===== src/rtl/id_issue.sv =====
// id_issue: RV64 decode/issue stage. Decodes a fetched instruction and reads
// the register file. It builds the ALU operands and writeback metadata into a
// single ID/EX register, and stalls RAW hazards against a 32-entry busy
// scoreboard until the producer writes back.
module id_issue #(
  parameter int XLEN      = 64,
  parameter bit RESET_NOP = 1'b1
) (
  input  logic            clk,
  input  logic            rst,
  input  logic            flush,
  input  logic            if_valid,
  output logic            if_ready,
  input  logic [31:0]     if_instr,
  input  logic [XLEN-1:0] if_pc,
  output logic [4:0]      rf_rs1,
  output logic [4:0]      rf_rs2,
  input  logic [XLEN-1:0] rf_rd1,
  input  logic [XLEN-1:0] rf_rd2,
  input  logic            wb_valid,
  input  logic [4:0]      wb_rd,
  output logic            ex_valid,
  input  logic            ex_ready,
  output logic [XLEN-1:0] ex_a,
  output logic [XLEN-1:0] ex_b,
  output logic [14:0]     ex_op_ir,
  output logic [XLEN-1:0] ex_sdata,
  output logic [XLEN-1:0] ex_pc,
  output logic [4:0]      ex_rd,
  output logic            ex_we,
  output logic            ex_illegal
);

  localparam logic [14:0] NOP_IR = RESET_NOP ? 15'h0013 : 15'h0000;

  localparam logic [6:0] OPC_LOAD   = 7'h03;
  localparam logic [6:0] OPC_OPIMM  = 7'h13;
  localparam logic [6:0] OPC_AUIPC  = 7'h17;
  localparam logic [6:0] OPC_OPIMMW = 7'h1B;
  localparam logic [6:0] OPC_STORE  = 7'h23;
  localparam logic [6:0] OPC_AMO    = 7'h2F;
  localparam logic [6:0] OPC_OP     = 7'h33;
  localparam logic [6:0] OPC_LUI    = 7'h37;
  localparam logic [6:0] OPC_OPW    = 7'h3B;
  localparam logic [6:0] OPC_BRANCH = 7'h63;
  localparam logic [6:0] OPC_JALR   = 7'h67;
  localparam logic [6:0] OPC_JAL    = 7'h6F;
  localparam logic [6:0] OPC_SYSTEM = 7'h73;

  typedef struct packed {
    logic [XLEN-1:0] a;
    logic [XLEN-1:0] b;
    logic [XLEN-1:0] sdata;
    logic [XLEN-1:0] pc;
    logic [14:0]     op_ir;
    logic [4:0]      rd;
    logic            we;
    logic            ill;
  } idex_t;

  localparam idex_t IDEX_RST = '{a: '0, b: '0, sdata: '0, pc: '0,
                                 op_ir: NOP_IR, rd: '0, we: 1'b0, ill: 1'b0};

  logic [6:0]      opc;
  logic [4:0]      rs1, rs2, rd;
  logic [XLEN-1:0] imm_i, imm_s, imm_u, uimm;
  logic            use1, use2, haz1, haz2, hazard, accept;
  idex_t           dec, idex;
  logic            vld;
  logic [31:0]     busy, busy_nxt;

  assign opc    = if_instr[6:0];
  assign rs1    = if_instr[19:15];
  assign rs2    = if_instr[24:20];
  assign rd     = if_instr[11:7];
  assign rf_rs1 = rs1;
  assign rf_rs2 = rs2;

  assign imm_i = {{(XLEN-12){if_instr[31]}}, if_instr[31:20]};
  assign imm_s = {{(XLEN-12){if_instr[31]}}, if_instr[31:25], if_instr[11:7]};
  assign imm_u = {{(XLEN-32){if_instr[31]}}, if_instr[31:12], 12'h000};
  assign uimm  = {{(XLEN-5){1'b0}}, if_instr[19:15]};

  // Decode: operand muxing, write enable and source-usage flags per opcode.
  // An opcode list match implies instr[1:0]==2'b11, so the default arm also
  // catches compressed/invalid encodings.
  always_comb begin
    dec       = '0;
    dec.pc    = if_pc;
    dec.sdata = rf_rd2;
    dec.rd    = rd;
    dec.op_ir = {if_instr[31:27], if_instr[14:12], if_instr[6:0]};
    use1      = 1'b1;
    use2      = 1'b0;
    unique case (opc)
      OPC_OP, OPC_OPW, OPC_AMO: begin
        dec.a = rf_rd1; dec.b = rf_rd2; dec.we = 1'b1; use2 = 1'b1;
      end
      OPC_OPIMM, OPC_OPIMMW, OPC_LOAD, OPC_JALR: begin
        dec.a = rf_rd1; dec.b = imm_i; dec.we = 1'b1;
      end
      OPC_STORE: begin
        dec.a = rf_rd1; dec.b = imm_s; use2 = 1'b1;
      end
      OPC_BRANCH: begin
        dec.a = rf_rd1; dec.b = rf_rd2; use2 = 1'b1;
      end
      OPC_LUI: begin
        dec.b = imm_u; dec.we = 1'b1; use1 = 1'b0;
      end
      OPC_AUIPC: begin
        dec.a = if_pc; dec.b = imm_u; dec.we = 1'b1; use1 = 1'b0;
      end
      OPC_JAL: begin
        dec.a = if_pc; dec.b = XLEN'(4); dec.we = 1'b1; use1 = 1'b0;
      end
      OPC_SYSTEM: begin
        dec.a = rf_rd1; dec.b = uimm; dec.we = 1'b1;
      end
      default: dec.ill = 1'b1;
    endcase
    if (rd == 5'd0) dec.we = 1'b0;
  end

  // RAW detection against the scoreboard and the instruction sitting in ID/EX
  // (not yet in the scoreboard until it is consumed).
  always_comb begin
    haz1     = use1 && (rs1 != 5'd0) &&
               (busy[rs1] || (vld && idex.we && idex.rd == rs1));
    haz2     = use2 && (rs2 != 5'd0) &&
               (busy[rs2] || (vld && idex.we && idex.rd == rs2));
    hazard   = haz1 || haz2;
    if_ready = !rst && !flush && !hazard && (!vld || ex_ready);
    accept   = if_valid && if_ready;
  end

  // ID/EX register: load on accept, drop valid when drained, hold on stall.
  always_ff @(posedge clk) begin
    if (rst || flush) begin
      vld  <= 1'b0;
      idex <= IDEX_RST;
    end else if (accept) begin
      vld  <= 1'b1;
      idex <= dec;
    end else if (ex_ready) begin
      vld  <= 1'b0;
    end
  end

  // Scoreboard next state: writeback clear first so a same-cycle set wins.
  always_comb begin
    busy_nxt = busy;
    if (wb_valid && wb_rd != 5'd0) busy_nxt[wb_rd] = 1'b0;
    if (vld && ex_ready && idex.we) busy_nxt[idex.rd] = 1'b1;
    busy_nxt[0] = 1'b0;
  end

  // Scoreboard register.
  always_ff @(posedge clk) begin
    if (rst) busy <= '0;
    else     busy <= busy_nxt;
  end

  assign ex_valid   = vld;
  assign ex_a       = idex.a;
  assign ex_b       = idex.b;
  assign ex_op_ir   = idex.op_ir;
  assign ex_sdata   = idex.sdata;
  assign ex_pc      = idex.pc;
  assign ex_rd      = idex.rd;
  assign ex_we      = idex.we;
  assign ex_illegal = idex.ill;

endmodule

===== config.mk =====
export PLATFORM = sky130hd
export DESIGN_NAME = id_issue
export DESIGN_NICKNAME = d
export VERILOG_FILES = /design/src/rtl/id_issue.sv
export SDC_FILE = /design/constraint.sdc
export NUM_CORES = 1
export LEC_CHECK = 0
export CORE_AREA = 2 2 204 206
export CTS_BUF_LIST = sky130_fd_sc_hd__clkbuf_4
export DETAILED_ROUTE_END_ITERATION = 10
export DIE_AREA = 0 0 206 208
export GPL_TIMING_DRIVEN = 0
export PLACE_DENSITY = 0.79
export SLEW_MARGIN = 10
export SYNTH_ARGS = -nofsm -noshare
export SYNTH_HDL_FRONTEND = slang
export SYNTH_SLANG_ARGS = --single-unit

===== constraint.sdc =====
create_clock -name clk -period 2.8 [get_ports clk]
set_clock_uncertainty 0.1 [all_clocks]
set_input_delay 0.28 -clock clk [delete_from_list [all_inputs] [get_ports clk]]
set_output_delay 0.28 -clock clk [all_outputs]
set_load 0.1 [all_outputs]

# [Word level (Yosys, flattened, before mapping)]
# Index checks and enable logic that the tools add are counted.
[word_totals] reg_bits=311 input_bits=235 out_inout_bits=290 word_cells=93
[classes] n_lt_le_gt_ge=6 n_eq_ne=15 n_mux=19 bitwise_logic=3 n_reduce_logical=39
[op_table] cell="$pmux W64 S6" count=1
[op_table] cell="$pmux W64 S2" count=1
[op_table] cell="$mux W32" count=2
[op_table] cell="$eq A7 B6 Y1 const B" count=5
[op_table] cell="$and A32 B32 Y32" count=1
[op_table] cell="$not A32 Y32" count=1
[op_table] cell="$or A32 B32 Y32" count=1
[op_table] cell="$eq A7 B7 Y1 const B" count=4
[op_table] cell="$lt A5 B6 Y1 const B" count=4
[op_table] cell="$eq A7 B5 Y1 const B" count=3
[op_table] cell="$logic_and A1 B1 Y1" count=16
[op_table] cell="$reduce_bool A5 Y1" count=3
[op_table] cell="$reduce_or A13 Y1" count=1
[op_table] cell="$mux W1" count=11
[op_table] cell="$reduce_or A11 Y1" count=1
[op_table] cell="$bmux W1 S5" count=2
[op_table] cell="$demux W1 S5" count=2
[op_table] cell="$eq A5 B5 Y1" count=2
[op_table] cell="$ge A5 B1 Y1 const B" count=2
[op_table] cell="$reduce_or A10 Y1" count=1
[op_table] cell="$reduce_or A4 Y1" count=2
[op_table] cell="$eq A7 B2 Y1 const B" count=1
[op_table] cell="$logic_not A5 Y1" count=1
[op_table] cell="$logic_or A1 B1 Y1" count=5
[op_table] cell="other kinds (5)" count=9

# [Logic depth before layout (Yosys ltp)]
# Gate-level depths: netlist of run 1.
[logic_depth] ltp_word=11 mapped_depth=11 mapped_depth_nobuf=6

# [Worst setup path before layout of run 1]
# Ideal clock, no wire load.
[synth_timing] path_type="reg-to-output" start="register idex (netlist bit ex_rd[1])" end="output port if_ready" t_arrival_ps=2790 t_required_ps=2420 slack_ps=-370 stages_incl_launch_ff=7 n_path_buf=1 cell_sequence="dfxtp_1 clkbuf_1 xor2_1 nor4_1 a41o_1 o31ai_1 o2111a_1"
[synth_between] elab_chain_cells=8
[synth_rtl] item="start: declaration" line_no="68" source="idex_t dec, idex;"
[synth_rtl] item="start signal: assignment" line_no="141" source="idex <= IDEX_RST;"
[synth_rtl] item="start signal: assignment" line_no="144" source="idex <= dec;"
[synth_rtl] item="$eq A5 B5 Y1 (on tied branches)" line_no="129, 131"
[synth_rtl] item="$logic_and A1 B1 Y1 (on tied branches)" line_no="129, 131"
[synth_rtl] item="$logic_or A1 B1 Y1 (on tied branches)" line_no="129, 131"
[synth_rtl] item="$logic_and A1 B1 Y1 (on tied branches)" line_no="128, 130"
[synth_rtl] item="$logic_or A1 B1 Y1 *" line_no="132" source="hazard = haz1 || haz2;"
[synth_rtl] item="$logic_not A1 Y1 *" line_no="133" source="if_ready = !rst && !flush && !hazard && (!vld || ex_ready);"
[synth_rtl] item="$logic_and A1 B1 Y1 * (2 in series)" line_no="133"
[synth_rtl] item="end: declaration" line_no="13" source="output logic if_ready,"
# Mark *: on every way between the ends. The rest lies on a longest branch, timed or not.

# [Worst setup path in the final report of run 1]
[layout_timing] start="register busy[30]" end="output port if_ready"
[layout_between] elab_chain_cells=8
[layout_rtl] item="start: declaration" line_no="70" source="logic [31:0] busy, busy_nxt;"
[layout_rtl] item="start signal: assignment" line_no="161" source="else busy <= busy_nxt;"
[layout_rtl] item="$bmux W1 S5 (on tied branches)" line_no="129, 131"
[layout_rtl] item="$mux W1 (on tied branches)" line_no="129, 131"
[layout_rtl] item="$logic_or A1 B1 Y1 (on tied branches)" line_no="129, 131"
[layout_rtl] item="$logic_and A1 B1 Y1 (on tied branches)" line_no="128, 130"
[layout_rtl] item="$logic_or A1 B1 Y1 *" line_no="132"
[layout_rtl] item="$logic_not A1 Y1 *" line_no="133"
[layout_rtl] item="$logic_and A1 B1 Y1 * (2 in series)" line_no="133"
# Mark *: on every way between the ends. The rest lies on a longest branch, timed or not. The select of a mux whose other input is x is not followed.

==> run_results.csv, run 1 <==
group,metric,value,unit
sta,hold-worst-slack,0.0946,ns
global_route,antenna_found_initial,1,
routing,drtPass1Iterations,6,
power_and_ir_drop,vdd_drop_max,0.583,mV
min_path,hold_path.class,"in -> reg",
floorplanning,core_area,40600,µm²
worst_setup_path,r2r.worst_path.cells,9,
global_route,grt_pass1_vias,16200,
worst_setup_path,cp_data_arrival_time,2.84,ns
routing,finalWirelength,62.3,mm
finish,syn_to_final_growth,56.1,%
worst_setup_path,cp_max_fo,3,
sta,max_freq,310,MHz
synthesis,synth_ff_type,"dfxtp_1",
worst_setup_path,path_cells,"mux4_2 > mux4_2 > a211o_1 > o211ai_2 > o2111a_2 > buf_12",
floorplanning,die_w,206,µm
synthesis,syn_area,15000,µm²
sta,drv_slew,0,
routing,vias,15800,
global_route,grt_max_degree,14,
synthesis,async_flop_share,0,%
clocking,insertion_delay,0.77,ns
global_route,overflow,0,
outcome,failed_checks,"negative setup slack",
worst_setup_path,regToRegStartpoint,"busy[30]",
sta,period_share,115,%
sta,rsz0062_at_grt,"yes",
place,dpl.hpwl,45.3,mm
routing,drc,0,
floorplanning,start_util,36.9,%
worst_setup_path,worstPathRequired,2.42,ns
synthesis,syn_nets,1983,
worst_setup_path,reg2reg_to,"ex_b[37]",
clocking,h-tree-depth,3,
global_route,grt_pass1_wl,91.9,mm
synthesis,synth_warnings,0,
worst_setup_path,slowest_stage,"mux4_2",
synthesis,synth_edf_count,0,
routing,detail-route-antenna-nets,0,
finish,design_area,23400,µm²
synthesis,yosysUniqueCellTypes,54,
worst_setup_path,cpPeakStageDelay,0.49,ns
place,place_area,20800,µm²
global_route,grt_util_all_layers,27.9,%
finish,drive_gt1_share,9.28,%
min_path,min_to,"ex_pc[39]",
floorplanning,rows,74,
power_and_ir_drop,leakage,10.8,nW
worst_setup_path,worstSetupEndpointType,"primary output",
synthesis,syn_avg_cell_area,8.57,µm²
floorplanning,pin_count,525,
sta,hold_viol,0,
routing,drt_iter0_drc,870,
routing,via_per_inst,5.13,
place,place_congestion,0.959,
finish,nets,2710,
routing,wl_per_cell,20.2,µm
power_and_ir_drop,p_per_area,471,nW/µm²
worst_setup_path,worstSetupPathType,"reg -> out",
sta,tightest_slew,1.37,ns
synthesis,ys_seq_area_share,41.4,%
outcome,status,"finished, violations left",
synthesis,ys_ff_latch,310,
sta,relSlewSlack,8.69,%
min_path,hold_depth,3,
job,maxCapViolations,0,
min_path,min_from,"if_pc[39]",
clocking,cts_sinks,310,
clocking,cts_tree,"built",
sta,setup_viol_count_final,1,
sta,setup_ws,-0.424,ns
clocking,cts.clk_slew.worst_paths,0.07,ns
floorplanning,die_y,208,µm
worst_setup_path,crit_top_cell,"mux4_2",
sta,min_period,3.22,ns
worst_setup_path,r2r_setup_slack,0.04,ns
clocking,cts_root_buffer,"clkbuf_4",
clocking,cts_buffer_depth,3,
floorplanning,die-area,42800,µm²
place,port-buffer-count,515,
synthesis,synthCells,1748,
place,dp_slack,-2.15,ns
worst_setup_path,start_kind,"flip-flop",
clocking,numCtsBuffers,86,
-- power by group --
| group | internal [mW] | total [mW] | switching [mW] |
|---|---|---|---|
| Clock | 2.28 | 4.36 | 2.08 |
| Combinational | 0.783 | 2.11 | 1.33 |
| Sequential | 4.49 | 4.54 | 0.0469 |
| Total | 7.55 | 11.0 | 3.46 |
-- cells in the mapped netlist, types with 2 or more instances --
library cell | n | share of area (%)
clkbuf_1 | 95 | 2.4
buf_4 | 10 | 0.50
and2_1 | 70 | 2.9
xor2_1 | 8 | 0.47
buf_6 | 24 | 1.8
nor2_1 | 18 | 0.45
inv_1 | 215 | 5.4
nand2b_1 | 2 | 0.084
mux2i_1 | 279 | 19
a311oi_1 | 2 | 0.12
or3b_2 | 3 | 0.18
xnor2_1 | 2 | 0.12
dfxtp_1 | 310 | 41
a21o_1 | 7 | 0.35
and3_1 | 5 | 0.21
nand4_1 | 2 | 0.084
buf_1 | 7 | 0.18
nor3b_1 | 5 | 0.25
o21ai_0 | 109 | 3.6
or3_1 | 3 | 0.13
mux2_2 | 9 | 0.68
nor2b_1 | 6 | 0.25
nand2_1 | 323 | 8.1
a211oi_1 | 67 | 3.4
nor4_1 | 5 | 0.21
a222oi_1 | 4 | 0.27
nand3b_1 | 6 | 0.30
a21oi_1 | 81 | 2.7
buf_2 | 11 | 0.37
nand3_1 | 6 | 0.20
nor3_1 | 2 | 0.067
a221oi_1 | 19 | 1.1
mux4_2 | 12 | 1.8
-- area by class of cell --
type                            instances  area, µm²
Antenna cell                            1       2.50
Buffer                                146        890
Clock buffer                          120        901
Clock inverter                         36        243
Fill cell                            3441      17200
Inverter                              215        807
Multi-Input combinational cell       1076       7230
Sequential cell                       310       6220
Tap cell                              532        666
Timing Repair Buffer                  640       6430
-- flip-flops by register name (all words and copies together) (netlist names) --
signal,flops
ex_b,64
ex_we,1
ex_rd,5
ex_pc,64
ex_illegal,1
ex_valid,1
ex_sdata,64
ex_a,64
busy,31
ex_op_ir,15
-- routing by layer --
layer | routed length (µm) | GRT usage [%]
met5 | 0 | 0
met4 | 3170 | 15.4
met3 | 5740 | 7.57
met2 | 30100 | 48.5
met1 | 23300 | 30.6
-- worst max-delay path, delay by kind of cell (launching register included) --
kind / cells / cell delay (ns)
multiplexers: 2 / 0.97
AO/OA/AOI/OAI: 3 / 0.59
flip-flops: 1 / 0.33
buffers and inverters: 1 / 0.18
-- cells in the final DEF, fill, tap and decap left out, drive strengths merged, types with 31 or more instances in the layout --
| cell type | count |
|---|---|
| mux2i | 279 |
| dfxtp | 310 |
| and2 | 70 |
| clkinv | 31 |
| dlygate4sd3 | 122 |
| inv | 216 |
| buf | 52 |
| o21ai | 109 |
| a21oi | 81 |
| clkbuf | 218 |
| a211oi | 67 |
| clkdlybuf4s50 | 499 |
| nand2 | 323 |
-- metrics by stage --
stage / TNS (ns) / util, % / cells / power, mW
after CTS: -0.483 / 57.3 / 3074 / 11.1
final: -0.424 / 57.7 / 3076 / 11.0
after global placement: -253.04 / 51.3 / 2795 / 6.54
after floorplan: 0 / - / 1748 / 5.78
after global routing: -0.506 / 57.7 / 3076 / 11.4
after detailed placement: -257.00 / 51.3 / 2795 / 6.55
-- kinds of logic after synthesis --
kind of cell	count (synthesis)	share of synthesized area [%]
buffers and inverters	362	10.6
AND/OR/NAND/NOR	461	13.7
AO/OA/AOI/OAI	305	12.5
flip-flops	310	41.4
multiplexers	300	21.1
XOR/XNOR	10	0.585
-- timing repair --
item | CTS | global route
gates resized for setup | 33 | 38
cloned | 0 | 1
pin swaps | 2 | 3
endpoints found under the hold margin | 126 | 0
hold buffers | 122 | 0
setup endpoints to repair | 289 | 83
setup buffers | 2 | 0
-- worst max path at each step --
stage	slack (ns)	startpoint	endpoint
after floorplan	0.05	ex_rd[1]	ex_b[10]
after global placement	-2.11	flush	if_ready
after detailed placement	-2.15	flush	if_ready
after CTS	-0.48	busy[31]	if_ready
after global routing	-0.51	busy[31]	if_ready
final	-0.42	busy[30]	if_ready
Power figures use the tool's default switching activity.
==> inputs of run 2 (changes only) <==
Settings changed: ABC_AREA set to 1, CORE_AREA 2 2 204 206 to 2 2 206 208, DIE_AREA 0 0 206 208 to 0 0 208 210.
==> run 2 against run 1 <==
Against the previous run:
- critical path type is now in -> out
- first-iteration DRC count is 120% higher
- critical path depth is 3 lower
- the run now ends clean
- non-clock buffer count is 58 lower
- register-to-register slack better by 0.07 ns
- largest cell class is now multi-input combinational cells
- design area is 2.7% lower
- combinational power is 21% higher
- fmax is 17% higher
- setup slack better by 0.47 ns
- clock power is 2% lower
- sequential share of layout area is 0.73 points higher
==> run_results.csv, run 2 <==
group,metric,value,unit
worst_setup_path,reg2reg_to,"ex_b[50]",
global_route,antenna_found_initial,10,
power_and_ir_drop,leakage,9.46,nW
power_and_ir_drop,vdd_drop_max,0.321,mV
finish,design_area,22800,µm²
sta,hold_viol,0,
synthesis,syn_area,15600,µm²
sta,period_share,98.3,%
clocking,numCtsBuffers,85,
min_path,hold_path.class,"in -> reg",
power_and_ir_drop,power_frac_seq,39.9,%
global_route,grt_util_all_layers,32.1,%
power_and_ir_drop,p_total,11.4,mW
finish,layout_commonest_cell,"nor2_1",
worst_setup_path,worstSetupPathType,"in -> out",
finish,fillCellCount,4066,
global_route,grt_max_degree,12,
clocking,cts_buffer_depth,3,
routing,detail-route-antenna-nets,0,
worst_setup_path,cp_max_fo,6,
routing,drc,0,
worst_setup_path,cpPeakStageDelay,1.12,ns
worst_setup_path,start_kind,"primary input",
min_path,min_from,"rf_rd2[16]",
worst_setup_path,regToRegStartpoint,"ex_rd[2]",
floorplanning,core_area,41500,µm²
sta,hold-worst-slack,0.0730,ns
routing,via_per_inst,5.31,
routing,drtPass1Iterations,6,
synthesis,synth_ff_type,"dfxtp_1",
min_path,hold_depth,5,
power_and_ir_drop,netSwitchingPower,3.85,mW
sta,tightest_slew,1.20,ns
worst_setup_path,worstPathRequired,2.42,ns
power_and_ir_drop,p_per_area,501,nW/µm²
synthesis,synth_warnings,0,
floorplanning,rows,75,
sta,min_period,2.75,ns
worst_setup_path,worstSetupEndpointType,"primary output",
synthesis,ys_ff_latch,310,
job,maxCapViolations,0,
routing,wl_per_cell,20.4,µm
global_route,grt_pass1_vias,17600,
clocking,h-tree-depth,3,
global_route,overflow,0,
power_and_ir_drop,clockPowerShare,37.6,%
synthesis,synthAdderAreaFrac,0,%
routing,finalWirelength,73.3,mm
synthesis,synthCells,2374,
sta,max_freq,363,MHz
synthesis,netlist_top_cells_area,"dfxtp_1 40%, nor2_1 15%, nand2_1 11%",
finish,syn_to_final_growth,46.0,%
worst_setup_path,path_cells,"clkdlybuf4s50_1 > buf_4 > clkdlybuf4s50_1",
global_route,grt_pass1_wl,107,mm
synthesis,synth_top_family_by_area,"simple AND/OR/NAND/NOR gates",
synthesis,synth_edf_count,0,
synthesis,synthSimpleGateAreaFrac,39.5,%
place,port-buffer-count,517,
sta,setup_viol_count_final,0,
worst_setup_path,r2r_setup_slack,0.11,ns
synthesis,synth_common_cells,"610 x nor2_1, 460 x nand2_1, 310 x dfxtp_1",
synthesis,synth_xor_area_share,0.169,%
finish,nets,3225,
power_and_ir_drop,swShare,33.8,%
worst_setup_path,crit_top_cell,"clkdlybuf4s50_1",
synthesis,synth_top_area_share,39.8,%
worst_setup_path,r2r.worst_path.cells,12,
clocking,cts.clk_slew.worst_paths,0.07,ns
synthesis,synth_compound_area_share,7.59,%
clocking,cts_tree,"built",
power_and_ir_drop,pwr-share-comb,22.5,%
place,dpl.hpwl,56.8,mm
clocking,cts_sinks,310,
synthesis,yosysUniqueCellTypes,33,
worst_setup_path,slowest_stage,"clkdlybuf4s50_1",
place,place_area,21400,µm²
synthesis,syn_avg_cell_area,6.56,µm²
place,place_congestion,0.974,
floorplanning,pin_count,525,
finish,layout_common_cells,"609 x nor2_1, 495 x clkdlybuf4s50_1, 455 x nand2_1",
synthesis,synth_most_common_cell,"nor2_1",
clocking,cts_root_buffer,"clkbuf_4",
clocking,insertion_delay,0.81,ns
sta,relSlewSlack,19.7,%
floorplanning,die-area,43700,µm²
synthesis,muxShareOfSynthArea,0,%
finish,finish.utilization,54.9,%
floorplanning,die_y,210,µm
power_and_ir_drop,p_int,7.54,mW
synthesis,async_flop_share,0,%
sta,drv_slew,0,
floorplanning,die_w,208,µm
routing,drt_iter0_drc,1906,
worst_setup_path,cp_data_arrival_time,2.37,ns
outcome,status,"finished clean",
finish,drive_gt1_share,8.91,%
sta,tns,0,ns
synthesis,synth_top_cell_by_area,"dfxtp_1",
synthesis,syn_nets,2609,
synthesis,ys_seq_area_share,39.8,%
min_path,min_to,"ex_sdata[16]",
routing,vias,19100,
floorplanning,start_util,37.6,%
## run 2: cell count changes after synthesis, sizes merged, moves of 67 or more
| cell | delta |
|---|---|
| a211oi | -67 |
| a22oi | +68 |
| and2 | -70 |
| buf | +92 |
| mux2i | -279 |
| nand2 | +138 |
| nand4 | +257 |
| nor2 | +595 |
## run 2: metal layers
metal  global-route usage [%]  up-vias  routed length [µm]
li1                         -     8967                   -
met1                     40.6     8914               29300
met2                     50.6     1051               32700
met3                     9.58      182                7950
met4                     14.7        4                3400
met5                        0        -                  18
## run 2: power groups by stage
stage	sequential, mW	clock (mW)	combinational (mW)
global route	4.55	4.58	2.71
detailed placement	4.65	0	2.50
finish	4.55	4.28	2.56
global placement	4.64	0	2.48
floorplan	5.25	0	0.934
CTS	4.55	4.35	2.52
## run 2: repair_timing
action | CTS | global route
pin swaps | 0 | 6
hold buffers | 5 | 0
buffers inserted | 0 | 7
gates resized for setup | 29 | 34
endpoints found under the hold margin | 34 | 0
endpoints found under the setup margin | 48 | 113
## run 2: layout make-up
type                    instances  area (µm²)  share of cell area [%]
diodes                          8        20.0                  0.0880
clock buffers                 128         961                    4.22
multi-input cells            1618        7410                    32.6
well taps                     539         674                    2.96
inverters                     247         933                    4.10
repair buffers                529        5290                    23.3
clock inverters                21         134                   0.588
flip-flops and latches        310        6220                    27.3
plain buffers                 199        1110                    4.89
## run 2: worst max-delay path by stage
stage / from / to / slack (ns) / depth (start not counted)
finish: if_instr[23] / rf_rs2[3] / 0.05 / 3
CTS: ex_rd[2] / if_ready / -0.05 / 10
global placement: if_instr[15] / if_ready / -1.14 / 14
floorplan: ex_rd[0] / if_ready / 0.05 / 8
global route: busy[11] / if_ready / -0.01 / 12
detailed placement: if_instr[15] / if_ready / -1.17 / 14
## run 2: kinds of logic after synthesis
| group | Yosys count |
|---|---|
| buf+inv | 446 |
| simple gates | 1424 |
| xor+xnor | 3 |
| compound gates | 191 |
| flops | 310 |
## run 2: stage by stage
| stage | setup WS, ns | instances |
|---|---|---|
| 4_1_cts | -0.0522 | 3584 |
| 2_1_floorplan | 0.0504 | 2374 |
| 3_5_place_dp | -1.17 | 3430 |
| 6_report | 0.0480 | 3599 |
| 5_1_grt | -0.0122 | 3596 |
| 3_3_place_gp | -1.14 | 3430 |
## run 2: critical path: cells and delay by family
kind	cells	cell delay, ns
buffers and inverters	3	2.08
==> inputs of run 3 (changes only) <==
Settings changed: SLEW_MARGIN 10 to not set.
==> results of run 3 <==
Same layout as run 2: the final DEF is identical, and so are final timing and power.
